## src/rtl/eci_cmd_defs.sv

```systemverilog
// Shared ECI command field widths used by the VC merge/split blocks.
package eci_cmd_defs;
  localparam int ECI_ADDR_BITS = 40;
  localparam int ECI_ID_BITS   = 6;
  localparam int ECI_DATA_BITS = 64;
endpackage

```

## src/rtl/eci_vc_merge_rd_2vc.sv

```systemverilog
// Merges two VC read-address streams round-robin into one AR channel (1-cycle registered, no bubbles);
// R beats are routed back by the VC bit of rid with zero latency; a VC stalls only when its outstanding count is full.
module eci_vc_merge_rd_2vc
  import eci_cmd_defs::*;
#(
  parameter int N_OUTSTANDING = 16
) (
  input  logic                          aclk,
  input  logic                          areset,

  input  logic [1:0][ECI_ADDR_BITS-1:0] s_araddr,
  input  logic [1:0][ECI_ID_BITS-1:0]   s_arid,
  input  logic [1:0][7:0]               s_arlen,
  input  logic [1:0]                    s_arvalid,
  output logic [1:0]                    s_arready,

  output logic [1:0][ECI_DATA_BITS-1:0] s_rdata,
  output logic [1:0][ECI_ID_BITS-1:0]   s_rid,
  output logic [1:0]                    s_rlast,
  output logic [1:0]                    s_rvalid,
  input  logic [1:0]                    s_rready,

  output logic [ECI_ADDR_BITS-1:0]      m_araddr,
  output logic [ECI_ID_BITS:0]          m_arid,
  output logic [7:0]                    m_arlen,
  output logic                          m_arvalid,
  input  logic                          m_arready,

  input  logic [ECI_DATA_BITS-1:0]      m_rdata,
  input  logic [ECI_ID_BITS:0]          m_rid,
  input  logic                          m_rlast,
  input  logic                          m_rvalid,
  output logic                          m_rready
);

  typedef struct packed {
    logic [ECI_ADDR_BITS-1:0] addr;
    logic [ECI_ID_BITS:0]     id;
    logic [7:0]               len;
  } ar_t;

  localparam logic [7:0] MAX_OUT = 8'(N_OUTSTANDING);

  ar_t            ar_q;
  logic           ar_vld;
  logic [1:0][7:0] cnt;
  logic           lg;
  logic           err_q;

  logic [1:0] req;
  logic [1:0] grant;
  logic [1:0] ar_hs;
  logic [1:0] dec;
  logic       accept;
  logic       gnt_vc;
  logic       r_vc;
  logic       r_last_hs;

  always_comb begin
    req = 2'b00;
    for (int v = 0; v < 2; v++) begin
      req[v] = s_arvalid[v] && (cnt[v] < MAX_OUT);
    end
  end

  // lg holds the VC that won last; on contention the other one goes next.
  always_comb begin
    grant = req;
    if (req == 2'b11) begin
      grant = lg ? 2'b01 : 2'b10;
    end
  end

  assign accept    = !ar_vld || m_arready;
  assign s_arready = (areset || !accept) ? 2'b00 : grant;
  assign ar_hs     = s_arvalid & s_arready;
  assign gnt_vc    = ar_hs[1];

  assign m_araddr  = ar_q.addr;
  assign m_arid    = ar_q.id;
  assign m_arlen   = ar_q.len;
  assign m_arvalid = ar_vld;

  assign r_vc      = m_rid[ECI_ID_BITS];
  assign s_rvalid  = m_rvalid ? (r_vc ? 2'b10 : 2'b01) : 2'b00;
  assign s_rdata   = {2{m_rdata}};
  assign s_rid     = {2{m_rid[ECI_ID_BITS-1:0]}};
  assign s_rlast   = {2{m_rlast}};
  assign m_rready  = s_rready[r_vc];
  assign r_last_hs = m_rvalid && m_rready && m_rlast;
  assign dec       = r_last_hs ? (r_vc ? 2'b10 : 2'b01) : 2'b00;

  always_ff @(posedge aclk) begin
    if (areset) begin
      ar_vld <= 1'b0;
      ar_q   <= '0;
      cnt    <= '0;
      lg     <= 1'b1;
      err_q  <= 1'b0;
    end else begin
      if (|ar_hs) begin
        ar_vld  <= 1'b1;
        ar_q    <= '{addr: s_araddr[gnt_vc],
                     id:   {gnt_vc, s_arid[gnt_vc]},
                     len:  s_arlen[gnt_vc]};
        lg      <= gnt_vc;
      end else if (m_arready) begin
        ar_vld <= 1'b0;
      end

      // A last beat with nothing outstanding is a protocol error; the count must not wrap.
      for (int v = 0; v < 2; v++) begin
        if (ar_hs[v] && !dec[v]) begin
          cnt[v] <= cnt[v] + 8'd1;
        end else if (dec[v] && !ar_hs[v]) begin
          if (cnt[v] == 8'd0) begin
            err_q <= 1'b1;
          end else begin
            cnt[v] <= cnt[v] - 8'd1;
          end
        end
      end
    end
  end

endmodule

```

## config.mk

```make
export PLATFORM = sky130hd
export DESIGN_NAME = eci_vc_merge_rd_2vc
export DESIGN_NICKNAME = d
export VERILOG_FILES = /design/src/rtl/eci_cmd_defs.sv /design/src/rtl/eci_vc_merge_rd_2vc.sv
export SDC_FILE = /design/constraint.sdc
export NUM_CORES = 1
export LEC_CHECK = 0
export CAP_MARGIN = 5
export CORE_AREA = 2 2 150 152
export CTS_CLUSTER_DIAMETER = 150
export DETAILED_ROUTE_END_ITERATION = 8
export DIE_AREA = 0 0 152 154
export GPL_TIMING_DRIVEN = 0
export PLACE_DENSITY_LB_ADDON = 0.12
export SYNTH_ARGS = -nofsm -noshare
export SYNTH_HDL_FRONTEND = slang
export SYNTH_SLANG_ARGS = --single-unit
```

## constraint.sdc

```tcl
create_clock -name aclk -period 3.3 [get_ports aclk]
set_input_delay 0.66 -clock aclk [delete_from_list [all_inputs] [get_ports aclk]]
set_output_delay 0.66 -clock aclk [all_outputs]
set_load 0.01 [all_outputs]
```

==> impl_metrics.csv, run 1 <==
group,metric,value,unit
final_layout,fin_util,0.408,
routing,drt_pass1_iterations,4,
setup_path,reg2reg_from,"cnt[12]$_SDFFE_PP0P_",
routing,vias_per_cell,4.12,
final_layout,fin_nets,1086,
synth,netlist_instances,548,
synth,netlist_area,4790,sq um
worst_hold_path,holdPathStages,2,
routing,detail-route-antenna-nets,0,
pwr,p_leak,3.84,nW
die,die_area,23400,sq um
routing,wl_per_cell,14.1,um
global_routing,grt_max_degree,13,
clock_network,cts-root-buf,"clkbuf_16",
run_status,status,"finished, final reports clean",
setup_path,startpoint_type,"primary input",
sta,finClkSkew,0.00639,ns
routing,drc,0,
final_layout,multi_input_area,2270,sq um
global_routing,grt_pass1_vias,4720,
sta,slew_headroom,0.489,
sta,final-hold-violation-count,0,
sta,setup_viol,0,
sta,drv_slew,0,
synth,syn_area_per_cell,8.74,sq um
setup_path,critical_path_class,"in2reg",
clock_network,cts_tree,"done",
pwr,power_density,622,nW/um^2
pwr,total_power,5.51,mW
die,die_y,154,um
sta,period_share,0.964,
routing,drt_iter0_markers,103,
sta,hold-worst-slack,0.483,ns
clock_network,clkTransAtPathRegs,0.06,ns
routing,vias,4803,
final_layout,drive_gt1_frac,0.234,
setup_path,r2r-end,"cnt[7]$_SDFFE_PP0P_",
global_routing,antenna_found_initial,0,
placed_design,dp_hpwl,13400,um
clock_network,cts-htree-levels,3,
synth,yosys_warnings,0,
placed_design,dp_slack,-0.663,ns
sta,min_period,3.18,ns
sta,layout_setup_ws,0.119,ns
worst_hold_path,hp-start,"m_arid[6]$_SDFFE_PP0P_",
synth,synth_cell_types,42,
final_layout,antennaDiodeCount,0,
placed_design,gp_congestion,0.783,
setup_path,rrSetupSlack,0.22,ns
worst_hold_path,min_to,"m_arid[6]$_SDFFE_PP0P_",
clock_network,cts_buffers,9,
setup_path,arrival,3.41,ns
clock_network,postCtsHoldBufs,0,
clock_network,worstSkewPairLatency,0.34,ns
setup_path,end_kind,"register",
die,fp-row-count,54,
flow_run,maxCapViolCount,0,
global_routing,gr-usage-all-layers,0.133,
setup_path,reg2reg_depth,12,
final_layout,nFillCells,2220,
clock_network,cts_max_path_buffers,2,
global_routing,overflow,0,
routing,drt-total-wl,16400,um
final_layout,regArea,1460,sq um
die,start_util,0.221,
setup_path,cp_max_fo,7,
die,fp.dieW,152,um
clock_network,cts.sinks,73,
setup_path,required,3.53,ns
pwr,vdd_drop_max,0.245,mV
die,core,21700,sq um
final_layout,syn_to_final_growth,85.0,%
global_routing,grt_pass1_wl,25000,um
synth,yosys_register_bits,73,
die,pin_count,391,
sta,clock.fmax,314,MHz
sta,worst_pin_slew,0.767,ns
worst_hold_path,min_path_type,"reg2reg",
placed_design,io_buffers,319,
synth,syn-num-nets,752,
sta,tns,0,ns
synth,seq_area_frac_synth,0.305,
[Yosys cell counts]
master / count / share of area
buf_4: 143 / 0.22
dfxtp_1: 73 / 0.31
nor2_1: 70 / 0.055
a211oi_1: 61 / 0.096
mux2i_1: 54 / 0.11
nand2_1: 19 / 0.015
a21oi_1: 17 / 0.018
ha_1: 14 / 0.037
clkbuf_1: 12 / 0.0094
buf_2: 9 / 0.0094
o21ai_0: 7 / 0.0073
xnor2_1: 6 / 0.011
a21o_1: 5 / 0.0078
nor2b_1: 5 / 0.0065
buf_6: 4 / 0.0094
inv_1: 4 / 0.0031
nor3_1: 4 / 0.0042
mux2_2: 3 / 0.0071
nand3_1: 3 / 0.0031
nand3b_1: 3 / 0.0047
nor4_1: 3 / 0.0039
o211ai_1: 3 / 0.0047
a311o_1: 2 / 0.0042
fa_1: 2 / 0.0084
nand2b_1: 2 / 0.0026
nand4b_1: 2 / 0.0037
o21bai_1: 2 / 0.0031
or2_2: 2 / 0.0026
a211o_1: 1 / 0.0018
a31o_2: 1 / 0.0018
a31oi_1: 1 / 0.0013
and2_1: 1 / 0.0013
and3_1: 1 / 0.0013
buf_1: 1 / 0.00078
nand4_1: 1 / 0.0013
nor3b_1: 1 / 0.0016
nor4_2: 1 / 0.0026
o31a_1: 1 / 0.0018
o31ai_1: 1 / 0.0016
or3_1: 1 / 0.0013
or4_1: 1 / 0.0016
xor2_1: 1 / 0.0018
[report_power, final]
part	total [mW]	switching [mW]	internal [mW]
clock network	1.04	0.393	0.648
logic	3.07	1.41	1.66
registers	1.40	0.208	1.20
total	5.51	2.01	3.50
[registers in the layout, summed over array words and instances, names as in the netlist]
signal	flops
m_arid	7
lg	1
m_arvalid	1
m_arlen	8
cnt	16
m_araddr	40
[area by class of cell]
class / instances / area share
tap: 280 / 0.0395
multi-input combinational: 302 / 0.256
clock buffer: 12 / 0.0301
timing repair buffer: 324 / 0.365
buffer: 168 / 0.136
sequential: 73 / 0.165
inverter: 4 / 0.00254
clock inverter: 4 / 0.00551
[worst max-delay path, cell delays in order]
cell and delay, ns:
clkdlybuf4s50_1 0.47, nor2b_2 0.06, or2_4 0.27, a311o_1 0.37, inv_2 0.08, ha_4 0.17, inv_8 0.06, ha_4 0.22
a211oi_4 0.24, o211ai_1 0.13, a21o_1 0.20, a21oi_2 0.13, mux2_2 0.33
[worst max-delay path by stage]
stage	to	slack, ns	cells past startpoint	startpoint
floorplan	cnt[14]$_SDFFE_PP0P_	0.007	13	areset
global placement	cnt[14]$_SDFFE_PP0P_	-0.68	14	m_arready
detailed placement	cnt[14]$_SDFFE_PP0P_	-0.66	14	m_arready
CTS	s_arready[1]	0.001	8	m_arready
global route	cnt[15]$_SDFFE_PP0P_	-0.02	13	m_arready
finish	cnt[15]$_SDFFE_PP0P_	0.12	13	m_arready
[metrics by stage]
| step | std cells | instance area, sq um |
|---|---|---|
| after floorplan | 548 | 4820 |
| after global placement | 1147 | 8360 |
| after detailed placement | 1147 | 8360 |
| after CTS | 1166 | 8760 |
| after global routing | 1167 | 8860 |
| final | 1167 | 8860 |
[placed cells by master (no fill, tap or decap), drive strengths merged, types with 3 or more instances in the layout]
cell / synthesis / layout
nand3b: 3 / 3
nor2: 70 / 70
xnor2: 6 / 6
nor4: 4 / 4
clkbuf: 12 / 24
a21o: 5 / 5
nor2b: 5 / 5
nand2: 19 / 19
mux2: 3 / 3
mux2i: 54 / 54
buf: 157 / 161
o211ai: 3 / 3
nor3: 4 / 4
ha: 14 / 14
clkdlybuf4s50: 0 / 318
a211oi: 61 / 61
inv: 4 / 5
dfxtp: 73 / 73
nand3: 3 / 3
o21ai: 7 / 7
a21oi: 17 / 17
[cells by family after synthesis]
group / after synthesis / synth area share
adder cells (fa/ha/maj): 16 / 0.0449
AND/OR/NAND/NOR: 120 / 0.112
flip-flops: 73 / 0.305
AO/OA/AOI/OAI: 102 / 0.149
XOR/XNOR: 7 / 0.0128
multiplexers: 57 / 0.120
buffers and inverters: 173 / 0.256
[routing by layer]
layer / global-route usage / vias up / wire length [um]
li1: - / 2435 / -
met1: 0.142 / 2140 / 6250
met2: 0.239 / 216 / 8320
met3: 0.0600 / 12 / 1650
met4: 0.0329 / 0 / 195
met5: 0 / - / 0
[repair_timing]
| action | 4_1_cts | 5_1_grt |
|---|---|---|
| pin swaps | 3 | 8 |
| buffers inserted | 3 | 2 |
| endpoints found under the setup margin | 4 | 4 |
| resized for setup | 9 | 18 |
Power figures use the tool's default switching activity.
==> inputs of run 2 (changes only) <==
--- a/constraint.sdc
+++ b/constraint.sdc
@@ -3,2 +3,2 @@
 set_output_delay 0.66 -clock aclk [all_outputs]
-set_load 0.01 [all_outputs]
+set_load 0.005 [all_outputs]
==> impl_metrics.csv, run 2 (same netlist as run 1, synthesis figures left out) <==
group,metric,value,unit
routing,vias,4809,
sta,slew_headroom,0.495,
routing,drt_iter0_markers,109,
setup_path,crit_chain,"nor4_2 > nand2_1 > nor3_2 > ha_2 > inv_2 > ha_1 > a21oi_2 > o21ai_0 > or3_1 > a21oi_1 > mux2_2",
sta,finClkSkew,0.00754,ns
final_layout,nFillCells,2219,
pwr,vdd_drop_max,0.245,mV
setup_path,slowest_delay,0.45,ns
final_layout,fin_util,0.408,
run_status,status,"finished, final reports clean",
setup_path,reg2reg_from,"cnt[7]$_SDFFE_PP0P_",
sta,setup_viol,0,
die,pin_count,391,
sta,drv_slew,0,
pwr,power_density,607,nW/um^2
sta,min_period,3.08,ns
clock_network,cts-htree-levels,3,
clock_network,worstSkewPairLatency,0.34,ns
final_layout,most-common-layout-cells,"clkdlybuf4s50_1, buf_4, dfxtp_1, nor2_1, a211oi_1",
setup_path,arrival,3.31,ns
final_layout,fin_area,8850,sq um
setup_path,startpoint_type,"register",
final_layout,multi_input_area,2260,sq um
setup_path,end_kind,"register",
clock_network,cts_max_path_buffers,2,
routing,wl_per_cell,14.0,um
global_routing,antenna_found_initial,0,
final_layout,largest_reg_flops,40,
final_layout,antennaDiodeCount,0,
routing,drt-total-wl,16400,um
sta,worst_pin_slew,0.757,ns
setup_path,slowest_stage,"nor4_2",
final_layout,drive_gt1_frac,0.233,
routing,detail-route-antenna-nets,0,
global_routing,gr-usage-all-layers,0.133,
global_routing,overflow,0,
clock_network,cts-root-buf,"clkbuf_16",
clock_network,cts_tree,"done",
pwr,total_power,5.38,mW
setup_path,critPathTopFamily,"simple AND/OR/NAND/NOR gates",
sta,rsz0062_at_grt,"no",
setup_path,critical_path_class,"reg2reg",
die,fp.dieW,152,um
setup_path,required,3.53,ns
global_routing,grt_max_degree,13,
setup_path,rrSetupSlack,0.22,ns
final_layout,fin_cells,1167,
worst_hold_path,min_to,"m_arid[6]$_SDFFE_PP0P_",
routing,drc,0,
die,die_y,154,um
placed_design,numPlacedInstances,1147,
die,core,21700,sq um
global_routing,grt_pass1_wl,25000,um
final_layout,regArea,1460,sq um
setup_path,reg2reg_depth,11,
routing,drt_pass1_iterations,4,
clock_network,cts.sinks,73,
final_layout,fin_nets,1086,
die,start_util,0.221,
sta,period_share,0.933,
global_routing,grt_pass1_vias,4720,
die,die_area,23400,sq um
placed_design,dp_hpwl,13400,um
setup_path,path_buf_inv,1,
setup_path,cp_max_fo,8,
sta,clock.fmax,325,MHz
sta,final-hold-violation-count,0,
pwr,p_leak,3.84,nW
worst_hold_path,hp-start,"m_arid[6]$_SDFFE_PP0P_",
die,fp-row-count,54,
placed_design,place_area,8360,sq um
clock_network,postCtsHoldBufs,0,
worst_hold_path,min_path_type,"reg2reg",
placed_design,gp_congestion,0.783,
clock_network,clkTransAtPathRegs,0.06,ns
sta,layout_setup_ws,0.222,ns
setup_path,r2r-end,"cnt[7]$_SDFFE_PP0P_",
final_layout,final_common_cell,"clkdlybuf4s50_1",
worst_hold_path,holdPathStages,2,
final_layout,syn_to_final_growth,84.9,%
clock_network,cts_buffers,9,
placed_design,dp_slack,-0.663,ns
placed_design,io_buffers,319,
flow_run,maxCapViolCount,0,
routing,vias_per_cell,4.12,
[run 2: cell counts in the layout (fill, tap and decap cells not counted)]
Identical to the previous run, type by type.
[run 2: area by class of cell]
| cell class | count | share of cell area |
|---|---|---|
| Inverter | 4 | 0.00254 |
| Buffer | 168 | 0.136 |
| Sequential cell | 73 | 0.165 |
| Clock buffer | 12 | 0.0301 |
| Tap cell | 280 | 0.0396 |
| Clock inverter | 4 | 0.00551 |
| Multi-Input combinational cell | 302 | 0.255 |
| Timing Repair Buffer | 324 | 0.366 |
[run 2: per-stage QoR]
step                      hold slack (ns)  setup TNS (ns)
after floorplan                     0.449               0
after global placement              0.477           -3.49
after detailed placement            0.478           -3.48
after CTS                           0.488               0
after global routing                0.494               0
final                               0.480               0
[run 2: worst register-to-register path: stages (launching register included)]
cell and delay (ns):
dfxtp_1 0.33, nor4_2 0.45, nand2_1 0.19, nor3_2 0.23
ha_2 0.22, inv_2 0.10, ha_1 0.34, a21oi_2 0.17
o21ai_0 0.13, or3_1 0.32, a21oi_1 0.16, mux2_2 0.34
[run 2: repair_timing]
item                       in CTS  in global routing
setup buffers                   3                  2
setup endpoints to repair       4                  4
pin swaps                       3                  9
hold endpoints to repair        0                  0
resized for setup               9                 20
[run 2: worst max path at each step]
| stage | end | start | depth (start not counted) |
|---|---|---|---|
| final | cnt[7]$_SDFFE_PP0P_ | cnt[7]$_SDFFE_PP0P_ | 11 |
| after global routing | cnt[7]$_SDFFE_PP0P_ | cnt[7]$_SDFFE_PP0P_ | 11 |
| after CTS | cnt[14]$_SDFFE_PP0P_ | m_arready | 14 |
| after detailed placement | cnt[14]$_SDFFE_PP0P_ | m_arready | 14 |
| after global placement | cnt[14]$_SDFFE_PP0P_ | m_arready | 14 |
| after floorplan | cnt[14]$_SDFFE_PP0P_ | areset | 13 |
[run 2: routing by layer]
metal	vias up	global-route usage	wire [um]
met5	-	0	0
li1	2433	-	-
met1	2146	0.142	6240
met3	12	0.0600	1640
met4	0	0.0329	195
met2	218	0.239	8320
[run 2: power breakdown]
group,total [mW],internal (mW),switching [mW]
combinational,2.93,1.65,1.28
sequential,1.40,1.20,0.207
clock,1.04,0.648,0.393
total,5.38,3.50,1.88
